$ cat src/rtl/lifo_stack.sv
// Synchronous LIFO stack: 2^WORD_SIZE x WORD_LEN register file, combinational top-of-stack read.
// Define LIFO_STACK_STICKY_ERR_EN to turn of/uf into sticky overflow/underflow error flags.
module lifo_stack #(
    parameter int WORD_LEN  = 8,
    parameter int WORD_SIZE = 4
) (
    input  logic                clk,
    input  logic                reset,
    input  logic                rd,
    input  logic                wr,
    input  logic [WORD_LEN-1:0] w_data,
    output logic [WORD_LEN-1:0] r_data,
    output logic                of,
    output logic                uf
);

    localparam int DEPTH = 1 << WORD_SIZE;

    typedef logic [WORD_SIZE:0]   cnt_t;
    typedef logic [WORD_SIZE-1:0] ptr_t;

    localparam cnt_t FULL_CNT = cnt_t'(DEPTH);
    localparam cnt_t CNT_ONE  = cnt_t'(1);
    localparam ptr_t PTR_ONE  = ptr_t'(1);

    cnt_t                count_q, count_d;
    logic [WORD_LEN-1:0] mem_q [DEPTH];
    logic                mem_we;
    ptr_t                mem_waddr;
    ptr_t                top_idx;
    logic                full, empty;

    assign full    = (count_q == FULL_CNT);
    assign empty   = (count_q == '0);
    // At count == DEPTH the low pointer bits wrap to 0, so the subtraction still lands on DEPTH-1.
    assign top_idx = count_q[WORD_SIZE-1:0] - PTR_ONE;
    assign r_data  = empty ? '0 : mem_q[top_idx];

    always_comb begin
        count_d   = count_q;
        mem_we    = 1'b0;
        mem_waddr = count_q[WORD_SIZE-1:0];
        unique case ({rd, wr})
            2'b01: begin
                if (!full) begin
                    mem_we  = 1'b1;
                    count_d = count_q + CNT_ONE;
                end
            end
            2'b10: begin
                if (!empty) begin
                    count_d = count_q - CNT_ONE;
                end
            end
            2'b11: begin
                mem_we = 1'b1;
                if (empty) begin
                    count_d = count_q + CNT_ONE;
                end else begin
                    mem_waddr = top_idx;
                end
            end
            default: ;
        endcase
    end

    always_ff @(posedge clk or negedge reset) begin
        if (!reset) begin
            count_q <= '0;
        end else begin
            count_q <= count_d;
        end
    end

    // NOTE: the storage array is deliberately left out of reset; count alone defines which entries are valid.
    always_ff @(posedge clk) begin
        if (mem_we) begin
            mem_q[mem_waddr] <= w_data;
        end
    end

`ifdef LIFO_STACK_STICKY_ERR_EN
    logic of_q, uf_q;

    always_ff @(posedge clk or negedge reset) begin
        if (!reset) begin
            of_q <= 1'b0;
            uf_q <= 1'b0;
        end else begin
            if (wr && !rd && full) begin
                of_q <= 1'b1;
            end
            if (rd && !wr && empty) begin
                uf_q <= 1'b1;
            end
        end
    end

    assign of = of_q;
    assign uf = uf_q;
`else
    assign of = full;
    assign uf = empty;
`endif

endmodule

$ cat config.mk
export PLATFORM = sky130hd
export DESIGN_NAME = lifo_stack
export DESIGN_NICKNAME = d
export VERILOG_FILES = /design/src/rtl/lifo_stack.sv
export SDC_FILE = /design/constraint.sdc
export NUM_CORES = 1
export LEC_CHECK = 0
export CORE_ASPECT_RATIO = 1.5
export CORE_MARGIN = 2
export CORE_UTILIZATION = 54
export DETAILED_ROUTE_END_ITERATION = 12
export PLACE_DENSITY = 0.72
export SYNTH_ARGS = -nofsm -noshare
export SYNTH_HDL_FRONTEND = slang
export SYNTH_SLANG_ARGS = --single-unit
$ cat constraint.sdc
create_clock -name clk -period 4 [get_ports clk]
set_input_delay 0.6 -clock clk [delete_from_list [all_inputs] [get_ports clk]]
set_output_delay 0.6 -clock clk [all_outputs]
set_load 0.01 [all_outputs]
# Word level (Yosys, flattened, before mapping)
# Memories as Yosys holds them, arrays and structs flattened.
# Index checks and enable logic that the tools add are counted.
# classes
muxes,11
eq_ne,7
reduce_logical,3
add_sub_neg,3
# ops
operator,count
5-bit 2-to-1 mux,3
5-bit one-hot mux with 3 select lines,1
4-bit 2-to-1 mux,2
8-bit 2-to-1 mux,1
2-bit != test (second input constant),3
5-bit by 1-bit adder with 5-bit output (second input constant),1
5-bit equality test (second input constant),1
5-bit zero test,1
5-bit by 1-bit subtractor with 5-bit output (second input constant),1
2-bit equality test (second input constant),2
4-bit AND reduction,1
4-bit by 1-bit subtractor with 4-bit output (second input constant),1
1-bit 2-to-1 mux,3
3-bit nonzero test,1
2-bit by 1-bit equality test with 1-bit output (second input constant),1
1-bit one-hot mux with 2 select lines,1
# word_totals
ff_bits,5
word_cells,26
memories,1
inputBits,12
ramBits,128
out_inout_bits,10
# memory_table
name,words,width,rd,rd_ports_with_merged_regs,wr,line_no,source
mem_q,16,8,1,0,1,27,logic [WORD_LEN-1:0] mem_q [DEPTH];

# Logic depth before layout (Yosys ltp)
# depth
ltp_word,5
mapped_depth,12
mapped_depth_nobuf,7

# Worst setup path after synthesis
# OpenSTA, ideal clock, no wires.
# synth_path
kind,flip-flop to flip-flop
from,reg count_q[0]
to,mem mem_q[8][0] (enable)
path_buffers,6
stages_incl_launch_ff,13
setup_ns,0.375
period_less_slack_ns,3.451
required_time_ns,3.625
setup_slack_ns,0.549
arrival_ns,3.075
cell_sequence,dfrtp_1 > buf_2 > buf_2 > buf_2 > inv_1 > ha_1 > buf_2 > buf_2 > clkbuf_1 > nand2_1 > nor4_1 > o21ai_0 > a21oi_1
# synth_via
elab_chain_cells,5
word_cells_on_any_way,9
classes_between,add/sub: 1; eq/ne: 1; mux: 6; reduce/logical: 1
# synth_lines
item,line_no,source
start: declaration,26,"cnt_t count_q, count_d;"
start signal: assignment,71,count_q <= count_d;
5-bit equality test,33,assign full = (count_q == FULL_CNT);
1-bit 2-to-1 mux,45,if (!full) begin
1-bit one-hot mux with 2 select lines,43,"unique case ({rd, wr})"
1-bit 2-to-1 mux,77,if (mem_we) begin
1-bit 2-to-1 mux (not written as such),78,mem_q[mem_waddr] <= w_data;
end: declaration,27,
# Several ways; a longest one is shown, not always the timed one.

# Final worst setup path
# layout_path
from,reg count_q[1]
to,out r_data[1]
# layout_via
elab_chain_cells,3
word_cells_on_any_way,4
classes_between,add/sub: 1; mux: 1; reduce/logical: 1; memory: 1
# layout_lines
item,line_no,source
4-bit by 1-bit subtractor with 4-bit output,36,assign top_idx = count_q[WORD_SIZE-1:0] - PTR_ONE;
memory read 16 x 8 bit,n/a,
8-bit 2-to-1 mux *,37,assign r_data = empty ? '0 : mem_q[top_idx];
end: declaration,12,"output logic [WORD_LEN-1:0] r_data,"
# Mark *: on every way between the ends. The rest lies on a longest branch, timed or not.

==> flow_summary.json <==
{
  "busiest_layer": "met2",
  "critical_path_peak_fanout": 18,
  "ios": 22,
  "die-area_mm2": 0.01124,
  "synth_area_per_cell_um2": 18.95,
  "leakagePower_nw": 2.187,
  "drive_above_1_share": 0.2563,
  "clkSinkCount": 133,
  "cts_buffers": 17,
  "layout_common_cells": "edfxtp_1, mux4_2, clkdlybuf4s50_1, buf_4, clkbuf_16",
  "ys_types": 46,
  "antenna_found_initial": 0,
  "synth_top_area_cell": "edfxtp_1",
  "placed_cells": 440,
  "maxCapViolations": 0,
  "die_width_um": 87.23,
  "max_stage_delay_ps": 570,
  "start_util": 0.5536,
  "max-clock-path-buffers": 2,
  "grt_pass1_vias": 3178,
  "synthFlopType": "edfxtp_1",
  "cts_setup_buffers": 0,
  "cp-end-kind": "output pin",
  "rsz0062_at_grt": "no",
  "max_slew_margin": 0.6007,
  "clk_pin_slew_ps": 60,
  "final-hold-violation-count": 0,
  "status": "completed",
  "power.internal_mw": 3.646,
  "io_buffer_count": 21,
  "synth-edff-count": 128,
  "timing.hold.ws_ps": 452.4,
  "hold_path.class": "input port to async pin",
  "p_sw_mw": 1.810,
  "p_per_area_mw_per_mm2": 824.4,
  "cp_cell_sequence": "inv_1, ha_1, buf_4, mux4_2, and2_1, a211oi_1, a31oi_1, clkdlybuf4s50_1",
  "dr.pass1.iters": 4,
  "grt-ovfl-total": 0,
  "worst_slew_pin_slew_ps": 597.1,
  "clock.fmax_mhz": 259.7,
  "cts_max_level": 4,
  "grt_start_max_net_pins": 27,
  "irDropWorstVdd_v": 0.0004858,
  "rows": 45,
  "root_buffer": "clkbuf_16",
  "cts_resized": 0,
  "finalWirelength_um": 11340,
  "drv_slew": 0,
  "layout.nets": 360,
  "synth_area_leaders": "edfxtp_1, mux4_2, dfrtp_1",
  "critical_path.slowest_cell": "ha_1",
  "crit_path_start_kind": "flip-flop",
  "ys_warn_count": 0,
  "cts_tree": "yes",
  "insertion_delay_ps": 410,
  "syn_inst": 296,
  "cp_data_arrival_time_ps": 3250,
  "power_mw": 5.455,
  "postRouteAntennaNets": 0,
  "final_common_cell": "edfxtp_1",
  "area_growth_pct": 17.95,
  "yosysTopAreaCellShare": 0.6851,
  "dp_hpwl_um": 7244,
  "globalRouteMet3Util": 0.06094,
  "power_frac_clock": 0.264,
  "grt_use_met2": 0.3700,
  "diodes": 0,
  "first_iter_violations": 192,
  "synth_seq_area_share": 0.7074,
  "tns_ps": 0,
  "wl_per_cell_um": 24.03,
  "fin_skew_ps": 7.592,
  "cp_num_buf_inv": 3,
  "vias": 3018,
  "die_y_um": 128.8,
  "use_met1": 0.2803,
  "fin_crit_sh": 0.9625,
  "path_delay_family": "buffers and inverters",
  "grt_pass1_wl_um": 17590,
  "syn_nets": 314,
  "sw_frac_of_total": 0.3317,
  "gp_congestion": 0.8935,
  "seq_power_share": 0.329,
  "min_period_ps": 3850,
  "worstPathRequired_ps": 3400,
  "setup_viol": 0,
  "p_comb_frac": 0.407,
  "drc": 0,
  "ctsHoldBuffers": 0,
  "grt.total_usage": 0.2256,
  "nFillCells": 695,
  "synthArstFlopShare": 0.03759,
  "synth_area_mm2": 0.005610,
  "ys_ff_latch": 133,
  "worstSetupPathType": "flip-flop to output pin",
  "core_mm2": 0.01013,
  "routed_via_density": 6.394,
  "final_cells": 472
}
==> layout make-up <==
class | instances | area [µm²] | area share
sequential | 133 | 3970 | 0.5999
tap | 117 | 146.4 | 0.02212
multi-input combinational | 142 | 1551 | 0.2344
inverter | 6 | 23.77 | 0.003592
clock inverter | 13 | 125.1 | 0.01891
timing repair buffer | 42 | 367.9 | 0.05559
clock buffer | 19 | 432.9 | 0.06542
==> per-stage QoR <==
stage	utilization	setup slack (ps)	cell area (µm²)
floorplan	-	549.3	5610
global placement	0.5979	617.3	6060
detailed placement	0.5979	561.3	6060
finish	0.6530	150.1	6618
global route	0.6530	7.058	6618
CTS	0.6530	128.9	6618
==> cell usage after synthesis, types with 5 or more instances <==
cell type	number
edfxtp_1	128
a21oi_1	8
xnor2_1	5
nor2_1	15
dfrtp_1	5
buf_2	8
a211oi_1	6
clkbuf_1	5
nand2b_1	5
nor4_1	5
mux2i_1	12
ha_1	5
mux4_2	33
o22ai_1	6
==> state kept, by name, indices dropped and copies added, names as in the netlist <==
register / cells
count_q: 5
mem_q: 128
==> path summary, 6_finish.rpt <==
| kind | startpoint | to | slack, ps | cells past startpoint |
|---|---|---|---|---|
| min in group clk | count_q[0] | count_q[0] | 660 | 2 |
| hold reg to reg | count_q[0] | count_q[0] | 660 | 2 |
| hold / removal | reset | count_q[0] | 450 | 1 |
| setup / recovery | count_q[1] | r_data[1] | 150 | 8 |
| max in group asynchronous | reset | count_q[0] | 3290 | 1 |
| setup reg to reg | count_q[1] | mem_q[14][1] | 1120 | 8 |
==> kinds of logic (layout without fill, tap and decap cells) <==
group | count (synthesis) | count (layout) | synth area share
XOR/XNOR | 6 | 6 | 0.009367
AND/OR/NAND/NOR | 43 | 43 | 0.04371
multiplexers | 46 | 46 | 0.1559
buffers and inverters | 21 | 80 | 0.01739
adder cells (fa/ha/maj) | 6 | 6 | 0.01472
AO/OA/AOI/OAI | 41 | 41 | 0.05152
flip-flops | 133 | 133 | 0.7074
==> power by group through the flow <==
stage | Clock, mW | Combinational (mW) | Sequential, mW
2_1_floorplan | 0 | 1.49 | 1.77
3_3_place_gp | 0 | 2.20 | 1.81
3_5_place_dp | 0 | 2.23 | 1.82
4_1_cts | 1.47 | 2.24 | 1.79
5_1_grt | 1.53 | 2.37 | 1.81
6_report | 1.44 | 2.22 | 1.80
==> per-layer routing <==
metal  vias up  share of wire
met3        23          0.048
met1      1549           0.40
met2       118           0.52
met4         0          0.029
li1       1328              -
met5         -              0
==> worst register-to-register path, stage by stage, from the launching register on <==
cell and delay, ps:
dfrtp_1 460, inv_1 160, ha_1 250, or4b_1 430, clkinv_2 230, nor2_1 260, o211ai_1 220, a211oi_1 330
buf_4 260
Power figures use the tool's default switching activity.
